<file path="config.mk">
export PLATFORM = sky130hd
export DESIGN_NAME = mash_1_1
export DESIGN_NICKNAME = d
export VERILOG_FILES = /design/src/rtl/mash_pkg.sv /design/src/rtl/mash_stage.sv /design/src/rtl/mash_1_1.sv
export SDC_FILE = /design/constraint.sdc
export NUM_CORES = 1
export LEC_CHECK = 0
export ABC_AREA = 1
export CAP_MARGIN = 30
export CORE_AREA = 2 2 72 74
export CTS_CLUSTER_DIAMETER = 30
export DETAILED_ROUTE_END_ITERATION = 6
export DIE_AREA = 0 0 74 76
export DONT_BUFFER_PORTS = 1
export GPL_TIMING_DRIVEN = 1
export PLACE_DENSITY = 0.8
export SLEW_MARGIN = 30
export SYNTH_ARGS = -nofsm -noshare
export SYNTH_HDL_FRONTEND = slang
export SYNTH_HIERARCHICAL = 1
export SYNTH_SLANG_ARGS = --single-unit
export TNS_END_PERCENT = 10
</file>
<file path="constraint.sdc">
create_clock -name aclk -period 5.1 [get_ports aclk]
set_input_delay 0.255 -clock aclk [delete_from_list [all_inputs] [get_ports aclk]]
set_output_delay 0.255 -clock aclk [all_outputs]
set_load 0.02 [all_outputs]
</file>
<file path="src/rtl/mash_pkg.sv">
// Shared helpers for the MASH 1-1 modulator.
// Fraction width derivation and output code type.
package mash_pkg;

    function automatic int mash_fw(input int width, input int dac_bw);
        return width - dac_bw + 2;
    endfunction

    typedef logic signed [3:0] dac_code_t;

endpackage

</file>
<file path="src/rtl/mash_stage.sv">
// First-order error-feedback accumulator for the MASH cascade.
// Emits carry and new residue combinationally; stores residue on enable.
module mash_stage #(
    parameter int FW = 14
) (
    input  logic          clk,
    input  logic          rst,
    input  logic          en,
    input  logic [FW-1:0] addend,
    output logic          carry,
    output logic [FW-1:0] residue
);

    logic [FW-1:0] acc;
    logic [FW:0]   sum;

    assign sum     = {1'b0, acc} + {1'b0, addend};
    assign carry   = sum[FW];
    assign residue = sum[FW-1:0];

    always_ff @(posedge clk or posedge rst) begin
        if (rst) begin
            acc <= '0;
        end else if (en) begin
            acc <= residue;
        end
    end

endmodule

</file>
<file path="src/rtl/mash_1_1.sv">
// MASH 1-1 delta-sigma modulator: wide unsigned samples in,
// narrow signed DAC codes out with 2nd-order noise shaping.
module mash_1_1
    import mash_pkg::*;
#(
    parameter int WIDTH  = 16,
    parameter int DAC_BW = 4
) (
    input  logic              aclk,
    input  logic              arst,
    input  logic [WIDTH-1:0]  s_axis_data_tdata,
    input  logic              s_axis_data_tvalid,
    output logic              s_axis_data_tready,
    output logic [DAC_BW-1:0] m_axis_data_tdata,
    output logic              m_axis_data_tvalid
);

    localparam int FW = mash_fw(WIDTH, DAC_BW);

    generate
        if (DAC_BW < 3 || DAC_BW > WIDTH - 1) begin : g_bad_param
            $error("mash_1_1: DAC_BW out of range");
        end
    endgenerate

    logic [DAC_BW-3:0] int_part;
    logic [FW-1:0]     frac_part;
    logic              accept;
    logic              c1;
    logic              c2;
    logic              c2_d;
    logic [FW-1:0]     e1;
    logic [FW-1:0]     e2;
    logic [DAC_BW:0]   y_wide;

    assign int_part  = s_axis_data_tdata[WIDTH-1:FW];
    assign frac_part = s_axis_data_tdata[FW-1:0];
    assign accept    = s_axis_data_tvalid && s_axis_data_tready;

    mash_stage #(.FW(FW)) u_stage1 (
        .clk     (aclk),
        .rst     (arst),
        .en      (accept),
        .addend  (frac_part),
        .carry   (c1),
        .residue (e1)
    );

    // Stage 2 sees this sample's stage-1 residue, not the stored one.
    mash_stage #(.FW(FW)) u_stage2 (
        .clk     (aclk),
        .rst     (arst),
        .en      (accept),
        .addend  (e1),
        .carry   (c2),
        .residue (e2)
    );

    assign y_wide = {3'b000, int_part}
                  + {{DAC_BW{1'b0}}, c1}
                  + {{DAC_BW{1'b0}}, c2}
                  - {{DAC_BW{1'b0}}, c2_d};

    always_ff @(posedge aclk or posedge arst) begin
        if (arst) begin
            s_axis_data_tready <= 1'b0;
            c2_d               <= 1'b0;
            m_axis_data_tdata  <= '0;
            m_axis_data_tvalid <= 1'b0;
        end else begin
            s_axis_data_tready <= 1'b1;
            m_axis_data_tvalid <= accept;
            if (accept) begin
                c2_d              <= c2;
                m_axis_data_tdata <= y_wide[DAC_BW-1:0];
            end
        end
    end

`ifndef SYNTHESIS
    // y stays within [I-1, I+2], so the wide sum never overflows the code.
    always_ff @(posedge aclk) begin
        if (!arst && accept) begin
            assert (y_wide[DAC_BW] == y_wide[DAC_BW-1]);
        end
    end
`endif

    logic unused_e2;
    assign unused_e2 = ^e2;

endmodule

</file>
==> results.txt <==
The class of the most critical setup path is register to register. The number of nets in the synthesized netlist is between 500 and 600. The I/O pin count is 25. Measured along the x axis, the die boundary spans between 70 and 80 um. The first-pass GRT wire length is roughly 11 mm. The layout cell share with drive strength beyond 1 came out at between 3 and 4%. Dividing the detail-routed via count by the number of cells gives 5.13. The number of antenna cells inserted came out at 0.

In this run, the number of DRC markers left after iteration 0 of detailed routing was 172. The number of instances in the synthesized netlist is around 460. The final layout contains routed wiring with a total length of around 6.4 mm. The number of placed cells counting well taps is around 520. The clock period could shrink to 3860 ps.

The global-route total usage across every layer is approximately 26%. The highest fanout seen on the critical path came out at 4. Max-cap violations in this run came to 0. The leftover overflow at the end of global routing is 0. The sequential cells in the finished layout cover a total of 876 um2. STA classifies the critical path endpoint as a register. For the pin with the worst max-slew slack, the measured transition is roughly 600 ps. The final sum of negative setup slack is 0 ps. For this block, the via count after detailed routing is 2733.

The initial antenna violation count came out at 0. The source-to-sink clock delay at the later pin of the worst-skew pair is between 200 and 300 ps. TritonCTS built the clock tree. The flow ran to the end, and the final reports show no timing, DRC or antenna violations. The data arrival at the endpoint of the critical path came out at between 4000 and 5000 ps. The number of hold violations in the final report is 0. The relative slew slack came out at between 50 and 60%. The final setup skew came out at roughly 6.4 ps. Post-CTS timing repair inserted 0 buffers for setup. The final-report setup violation count is 0. The wire-length estimate of the detail-placed layout is 4.95 mm. The number of filler cells placed in the layout came out at 443. The die height came out at between 70 and 80 um. The detail route stage leaves a number of antenna-violating nets equal to 0. The number of H-tree branching levels came out at 2. The number of max-slew violations in the final report came out at 0. STA classifies the critical path startpoint as a register. The post-CTS clock slew at the launch and capture registers of the worst setup and hold paths is ~70 ps.

The number of clock sinks seen by CTS is 35. The core region is roughly 4900 um2. A synthesized cell averages roughly 6.6 um2.

The share of the core filled with cells came out at 65.2%. The congestion estimate from routability-driven global placement came to between 0.9 and 1. For this run, the detailed router's first-pass iteration total came to 5. The class of the tightest hold or removal check is input port to register. The area added between synthesis and finish came out at 5.31%. The area occupied by multi-input gates came out at 1870 um2. The final cell count without fillers is about 530. Setup repair after global routing left no endpoint under its margin.

The maximum number of buffers from clock root to sink came out at 2. The mapped cell area is just over 3000 um2. The die covers 5620 um2. Counting the buffers created by CTS gives 5.

The maximum clock rate came out at 259 MHz. The effective utilization at floorplan is around three fifths. At the end of the flow, the number of nets in the layout was around 520. The total of buffers placed on input and output ports is 0. The per-cell routed wire length came out at 12.1 um. The portion of the clock cycle consumed by the worst path in the final layout is roughly 76%. The clock tree root buffer cell is sky130_fd_sc_hd__clkbuf_8. Entering global routing, the biggest net connects 34 pins. The number of warnings issued by yosys is 6. STA puts the critical path data required time at approximately 5300 ps. After detailed routing, the number of remaining DRC violations is 0. Row generation in the floorplan step produced 26 rows.

The via count of the first global-routing pass was about 2700.
timing repair:
action                    in CTS  in global routing
hold endpoints to repair      35                  0
resized for setup              0                  0
hold buffers                   1                  0
cell usage in the layout (no fill, tap or decap):
master                          count
sky130_fd_sc_hd__and2_1             5
sky130_fd_sc_hd__nand2_1          200
sky130_fd_sc_hd__xor2_1            10
sky130_fd_sc_hd__or2_0              2
sky130_fd_sc_hd__clkbuf_1           2
sky130_fd_sc_hd__nor2_1            24
sky130_fd_sc_hd__inv_1             73
sky130_fd_sc_hd__fa_1               4
sky130_fd_sc_hd__conb_1             1
sky130_fd_sc_hd__dlygate4sd3_1      1
sky130_fd_sc_hd__ha_1              31
sky130_fd_sc_hd__clkbuf_8           5
sky130_fd_sc_hd__clkinv_2           1
sky130_fd_sc_hd__dfrtp_1           35
sky130_fd_sc_hd__nand3_2            2
sky130_fd_sc_hd__nand2_2            1
sky130_fd_sc_hd__nand4_1            8
sky130_fd_sc_hd__xor2_2             4
sky130_fd_sc_hd__inv_2              1
sky130_fd_sc_hd__a21oi_1           10
sky130_fd_sc_hd__nand3b_1           2
sky130_fd_sc_hd__nand3_1           34
sky130_fd_sc_hd__o21ai_0            3
sky130_fd_sc_hd__a21oi_2            4
sequential cells by signal, summed over array words and instances, names as in the netlist:
name / flops
c2_d: 1
u_stage2/acc: 14
s_axis_data_tready: 1
m_axis_data_tdata: 4
u_stage1/acc: 14
m_axis_data_tvalid: 1
worst paths after layout:
check	from	to	slack, ps	cells past startpoint
setup / recovery	u_stage1/acc[0]	m_axis_data_tdata[2]	1240	20
setup reg to reg	u_stage1/acc[0]	m_axis_data_tdata[2]	1240	20
min in group asynchronous	arst	m_axis_data_tdata[0]	380	2
hold / removal	s_axis_data_tdata[15]	m_axis_data_tdata[2]	150	3
max in group asynchronous	arst	u_stage2/acc[2]	4190	2
hold reg to reg	u_stage2/acc[3]	u_stage2/acc[3]	490	2
per-stage QoR:
stage	hold slack [ps]	instance area (um2)	setup slack [ps]
6_report	146	3200	1240
5_1_grt	163	3200	879
4_1_cts	145	3200	1240
3_5_place_dp	92.9	3110	1280
3_3_place_gp	83.2	3110	1450
2_1_floorplan	58.4	3040	1610
critical path, cell delays in order (launching register included):
cell and delay, ps:
sky130_fd_sc_hd__dfrtp_1 400, sky130_fd_sc_hd__ha_1 210, sky130_fd_sc_hd__fa_1 420, sky130_fd_sc_hd__nand3_1 130, sky130_fd_sc_hd__nand3_2 120, sky130_fd_sc_hd__a21oi_2 200
sky130_fd_sc_hd__xor2_2 100, sky130_fd_sc_hd__ha_1 350, sky130_fd_sc_hd__nand2_1 110, sky130_fd_sc_hd__nor2_1 170, sky130_fd_sc_hd__nand3_1 120, sky130_fd_sc_hd__nand3_1 120
sky130_fd_sc_hd__nand4_1 80, sky130_fd_sc_hd__nand3_1 80, sky130_fd_sc_hd__inv_1 60, sky130_fd_sc_hd__fa_1 430, sky130_fd_sc_hd__fa_1 400, sky130_fd_sc_hd__inv_1 70
sky130_fd_sc_hd__nand2_1 50, sky130_fd_sc_hd__nand3_1 70, sky130_fd_sc_hd__nand2_1 60
layout make-up:
| type | instances | area share (%) |
|---|---|---|
| clock buffer | 7 | 2.38 |
| clock inverter | 1 | 0.156 |
| inverter | 74 | 8.67 |
| multi-input combinational | 345 | 58.4 |
| sequential | 35 | 27.3 |
| tap | 70 | 2.73 |
| timing repair buffer | 1 | 0.313 |
layer usage:
layer / share of wire [%] / global-route usage [%]
met5: 0 / 0
met4: 2.6 / 11.1
met3: 4.5 / 4.76
met2: 47 / 42.6
met1: 46 / 32.0
Power is left out: the tool's default activity adds up to more than one toggle a clock period on the data nets, which glitch-free logic cannot reach.
